--- config.mk ---
export PLATFORM = sky130hd
export DESIGN_NAME = serial_pattern_detector
export DESIGN_NICKNAME = d
export VERILOG_FILES = /design/src/rtl/pattern_det_pkg.sv /design/src/rtl/sat_counter.sv /design/src/rtl/serial_pattern_detector.sv
export SDC_FILE = /design/constraint.sdc
export NUM_CORES = 1
export LEC_CHECK = 0
export BUFFER_PORTS_ARGS = -buffer_cell sky130_fd_sc_hd__buf_2
export CORE_MARGIN = 5
export CORE_UTILIZATION = 45
export DETAILED_ROUTE_END_ITERATION = 10
export PLACE_DENSITY = 0.77
export SLEW_MARGIN = 15
export SYNTH_ARGS = -nofsm -noshare
export SYNTH_HDL_FRONTEND = slang
export SYNTH_SLANG_ARGS = --single-unit
export TNS_END_PERCENT = 100
--- constraint.sdc ---
create_clock -name clk -period 3.23 [get_ports clk]
set_input_delay 0 -clock clk [delete_from_list [all_inputs] [get_ports clk]]
set_output_delay 0 -clock clk [all_outputs]
set_load 0.05 [all_outputs]
--- src/rtl/pattern_det_pkg.sv ---
// Shared types and defaults for the serial pattern detector.
package pattern_det_pkg;

    localparam int DEF_MAX_LEN       = 8;
    localparam int DEF_COUNT_WIDTH   = 16;
    localparam int DEF_RESET_PATTERN = 1;    // "01" when paired with DEF_RESET_LEN
    localparam int DEF_RESET_LEN     = 2;
    localparam int DEF_RESET_OVERLAP = 1;

    function automatic int len_w(input int max_len);
        return $clog2(max_len + 1);
    endfunction

    typedef enum logic {
        FILLING = 1'b0,
        ARMED   = 1'b1
    } fill_state_e;

endpackage

--- src/rtl/sat_counter.sv ---
// Saturating up-counter; a clear and an increment on the same cycle yield 1.
module sat_counter #(
    parameter int WIDTH = 16
) (
    input  logic             clk,
    input  logic             reset,
    input  logic             clear,
    input  logic             inc,
    output logic [WIDTH-1:0] count
);

    logic [WIDTH-1:0] base;

    assign base = clear ? '0 : count;

    always_ff @(posedge clk or posedge reset) begin
        if (reset)
            count <= '0;
        else if (clear || inc)
            count <= (inc && !(&base)) ? base + WIDTH'(1) : base;
    end

endmodule

--- src/rtl/serial_pattern_detector.sv ---
// Detects a programmable 1..MAX_LEN bit pattern on a qualified serial stream,
// with overlap/non-overlap modes and a saturating match counter.
module serial_pattern_detector
    import pattern_det_pkg::*;
#(
    parameter int                 MAX_LEN       = DEF_MAX_LEN,
    parameter int                 COUNT_WIDTH   = DEF_COUNT_WIDTH,
    parameter logic [MAX_LEN-1:0] RESET_PATTERN = MAX_LEN'(DEF_RESET_PATTERN),
    parameter int                 RESET_LEN     = DEF_RESET_LEN,
    parameter bit                 RESET_OVERLAP = 1'(DEF_RESET_OVERLAP),
    localparam int                LEN_W         = len_w(MAX_LEN)
) (
    input  logic                   clk,
    input  logic                   reset,
    input  logic                   in_valid,
    input  logic                   input_sequence,
    input  logic                   cfg_load,
    input  logic [MAX_LEN-1:0]     cfg_pattern,
    input  logic [LEN_W-1:0]       cfg_len,
    input  logic                   cfg_overlap,
    input  logic                   count_clear,
    output logic                   condition_met,
    output logic [COUNT_WIDTH-1:0] match_count,
    output logic                   cfg_error
);

    // Only MAX_LEN-1 past bits are stored: the incoming bit completes the
    // MAX_LEN-bit history window, and the oldest bit is never needed again.
    logic [MAX_LEN-2:0] hist_q, hist_d;
    logic [MAX_LEN-1:0] hist_win, mask;
    logic [MAX_LEN-1:0] pat_q, pat_d;
    logic [LEN_W-1:0]   len_q, len_d, fill_q, fill_d, fill_inc;
    logic               ovl_q, ovl_d, err_d, match, cfg_ok;
    fill_state_e        state_q, state_d;

    assign cfg_ok = (cfg_len != '0) && (cfg_len <= LEN_W'(MAX_LEN));

    always_ff @(posedge clk or posedge reset) begin
        if (reset) begin
            hist_q        <= '0;
            fill_q        <= '0;
            state_q       <= FILLING;
            pat_q         <= RESET_PATTERN;
            len_q         <= LEN_W'(RESET_LEN);
            ovl_q         <= RESET_OVERLAP;
            condition_met <= 1'b0;
            cfg_error     <= 1'b0;
        end else begin
            hist_q        <= hist_d;
            fill_q        <= fill_d;
            state_q       <= state_d;
            pat_q         <= pat_d;
            len_q         <= len_d;
            ovl_q         <= ovl_d;
            condition_met <= match;
            cfg_error     <= err_d;
        end
    end

    always_comb begin
        hist_d   = hist_q;
        fill_d   = fill_q;
        state_d  = state_q;
        pat_d    = pat_q;
        len_d    = len_q;
        ovl_d    = ovl_q;
        err_d    = 1'b0;
        match    = 1'b0;
        hist_win = {hist_q, input_sequence};
        mask     = '0;
        for (int i = 0; i < MAX_LEN; i++)
            mask[i] = (i < int'(len_q));
        fill_inc = (state_q == ARMED) ? len_q : fill_q + LEN_W'(1);

        // A load owns the cycle: any data bit alongside it is dropped.
        if (cfg_load) begin
            if (cfg_ok) begin
                pat_d   = cfg_pattern;
                len_d   = cfg_len;
                ovl_d   = cfg_overlap;
                hist_d  = '0;
                fill_d  = '0;
                state_d = FILLING;
            end else begin
                err_d = 1'b1;
            end
        end else if (in_valid) begin
            hist_d = hist_win[MAX_LEN-2:0];
            match  = (fill_inc == len_q) && (((hist_win ^ pat_q) & mask) == '0);
            if (match && !ovl_q) begin
                fill_d  = '0;
                state_d = FILLING;
            end else begin
                fill_d  = fill_inc;
                state_d = (fill_inc == len_q) ? ARMED : FILLING;
            end
        end
    end

    sat_counter #(.WIDTH(COUNT_WIDTH)) u_count (
        .clk   (clk),
        .reset (reset),
        .clear (count_clear),
        .inc   (match),
        .count (match_count)
    );

endmodule

==> metrics.md <==
| Metric | Value |
|---|---|
| DRC errors left | 0 |
| Peak supply drop | 0.291 mV |
| Busiest grt layer | met2 |
| Htree depth | 2 |
| Pre-CTS setup slack | a little over 0.5 ns |
| Syn_nets | 244 |
| Vias in the first global route | between 1500 and 2000 |
| Crit Path Max Fanout | 15 |
| Row Count | 25 |
| Routed WL | between 5000 and 6000 um |
| Vias per inst | ~5.3 |
| Mapped Cells | ~220 |
| Asr flop ratio synth | between 90% and 100% |
| WHS | 0.103 ns |
| TritonCTS clock tree | done |
| RR Endpoint | u_count.count[9]$_DFFE_PP0P_ |
| Die area | 6530 um2 |
| Met3 global-route usage | under 10% |
| Kind of path behind the tightest hold check | in2reg |
| Vias | 1808 |
| P per Cell Area | roughly 540 nW/um2 |
| Inserted Clock Buffers | 5 |
| Netlist cell types | 37 |
| Worst setup EP type | flip-flop |
| Post-synth EDFFs | 0 |
| Period Utilization, post-route | between 80% and 90% |
| Placed cell area | about 2500 um2 |
| Clock Pin Slew Worst Setup and Hold Paths | ~0.08 ns |
| # setup viols final | 0 |
| Most common cell in the synthesized netlist | dfrtp_1 |
| Met2 Use GR | roughly 29% |
| Yosys warnings | 0 |
| PnR worst setup slack | around 0.44 ns |
| Fmax | 0.359 GHz |
| Design area | ~2800 um2 |
| GRT overflow | 0 |
| Worst slew pin tran | 0.741 ns |
| Number of DRC markers in iteration 0 | ~120 |
| Prevailing post-synth register cell | dfrtp_1 |
| Reg2Reg Launch Point | u_count.count[0]$_DFFE_PP0P_ |
| Fraction of layout cells with a size suffix above 1 | around a quarter |
| Reg-to-reg slack, setup | about 0.44 ns |
| Synthesis-stage register bit count | 43 |
| Post-DRT Antenna Nets | 0 |
| N_diodes | 0 |
| First-pass GRT wire length | between 8000 and 9000 um |
| Final #Nets | between 200 and 300 |
| WS Path Type | reg2reg |
| Clock sink count | 43 |
| Fin Clk Skew | 0.00334 ns |
| Syn avg cell area | between 10 and 15 um2 |
| Fin crit period | between 2 and 3 ns |
| HP Start | count_clear |
| CTS root buf | clkbuf_8 |
| Min-Delay Endpoint | u_count.count[12]$_DFFE_PP0P_ |
| Most frequent cells after synthesis | dfrtp_1 (40), nand2_1 (28), xnor2_1 (17) |
| Crit path required time | between 3 and 4 ns |
| Synthesized area | 2250 um2 |
| Largest net degree at the start of global routing | 44 |
| Top cell type's share of synthesized area | approximately 44% |
| RD Place Congestion | 0.863 |
| Leakage | about 1.2 nW |
| Clk Latency, worst-skew pair | roughly 0.30 ns |
| CTS Buffer Depth | 2 |
| Fin. max-slew vios | 0 |
| RSZ-0062 raised after global routing | no |
| All-Layer GR Usage | ~17% |
| Register area share after synthesis | between 40% and 50% |
| Chip height | around 81 um |
| M1 GR Usage | roughly a fifth |
| Synth area leaders | dfrtp_1 (44%), mux2_2 (7.5%), xnor2_1 (6.6%) |
| Pre-antenna DRT Iters | 4 |
| Worst Path Arrival | between 2 and 3 ns |
| CP startpoint kind | flip-flop |
| Fillers | 402 |
| Initial antenna violation count | 0 |
| Cts repair resizes | 0 |
| Port Buffers | 36 |
| Setup TNS | 0 ns |
| Layout area overhead | 23.0% |
| Dominant cell type by area after synthesis | dfrtp_1 |
| Die W | ~81 um |
| Ports | 37 |
| Final Hold Vio Count | 0 |
| Starting Density | about 47% |
| Slew HR | between 50% and 60% |
| Hold path depth | 2 |
| Detailed placement HPWL | roughly 3300 um |
| Worst-case reg-to-reg path depth | 8 |
| Finished Core Util | 58.0% |
| Status | completed |
| Area of the core | about 4800 um2 |
| WL per Instance | 14.6 um |
| MaxCap Viol Count | 0 |
[critical path, stage by stage, from the launching register on]
cell and delay, ns:
dfrtp_1 0.39, nor2b_1 0.23, ha_1 0.20, nand3_1 0.13, nor4_1 0.62, nand3_1 0.23
nand4_1 0.46, nor3_1 0.12, mux2_2 0.29
[cell type report]
type	count	area (um2)	share of cell area [%]
clock buffers	6	72.6	2.62
clock inverters	2	60.1	2.17
inverters	7	26.3	0.947
multi-input cells	164	1100	39.5
flip-flops and latches	43	1080	38.9
well taps	67	83.8	3.02
repair buffers	54	355	12.8
[flip-flops by register name, indices dropped and copies added, names as in the netlist]
signal         count
ovl_q              1
u_count.count     16
fill_q             4
condition_met      1
pat_q              8
hist_q             7
state_q            1
len_q              4
cfg_error          1
[stage by stage]
step,power [mW],instances
floorplan,0.916,223
global placement,0.971,319
detailed placement,0.982,319
CTS,1.49,343
global route,1.56,343
finish,1.49,343
[timing repair]
action	in CTS	in global routing
hold buffers	16	0
setup buffers	0	0
endpoints found under the hold margin	55	0
[power breakdown]
group | internal [mW] | switching [mW]
logic | 0.159 | 0.156
registers | 0.602 | 0.0753
clock network | 0.309 | 0.185
total | 1.07 | 0.416
[logic make-up after synthesis]
logic type | after synthesis | synth area share, %
adders and majority gates | 2 | 1.11
buffers and inverters | 16 | 3.50
muxes | 15 | 7.49
AOI/OAI and AO/OA | 40 | 12.0
and+or+nand+nor | 87 | 20.3
xor gates and xnor gates | 20 | 7.77
DFF | 43 | 47.9
[cell usage in the layout, fill, tap and decap left out, types with 2 or more instances in the layout]
cell            n
dfrtp_1        40
buf_2          36
nand2_1        28
xnor2_1        17
nand3_1        16
dlygate4sd3_1  16
a21oi_1        15
mux2_2         15
o21ai_0         8
nor2_1          7
inv_1           6
o31ai_1         6
nor2b_1         5
nand2b_1        5
or4_1           5
clkbuf_8        5
nor3_1          4
a32o_1          4
xor2_1          3
nand4_1         3
or3_1           3
or3_2           3
dfstp_2         3
a31oi_1         2
o211ai_1        2
ha_1            2
bufinv_16       2
buf_4           2
[routing by layer]
| metal | wire, um | part of all wire (%) | vias up |
|---|---|---|---|
| met5 | 0 | 0 | - |
| met4 | 71 | 1.4 | 0 |
| met3 | 207 | 4.1 | 6 |
| met2 | 2570 | 51 | 35 |
| met1 | 2180 | 43 | 869 |
| li1 | - | - | 898 |
[how the worst max path moves through the flow]
| stage | from | to |
|---|---|---|
| floorplan | u_count.count[0]$_DFFE_PP0P_ | u_count.count[1]$_DFFE_PP0P_ |
| global placement | u_count.count[0]$_DFFE_PP0P_ | u_count.count[1]$_DFFE_PP0P_ |
| detailed placement | u_count.count[0]$_DFFE_PP0P_ | u_count.count[9]$_DFFE_PP0P_ |
| CTS | u_count.count[0]$_DFFE_PP0P_ | u_count.count[9]$_DFFE_PP0P_ |
| global route | u_count.count[0]$_DFFE_PP0P_ | u_count.count[9]$_DFFE_PP0P_ |
| finish | u_count.count[0]$_DFFE_PP0P_ | u_count.count[9]$_DFFE_PP0P_ |
(Power assumes the default switching activity.)
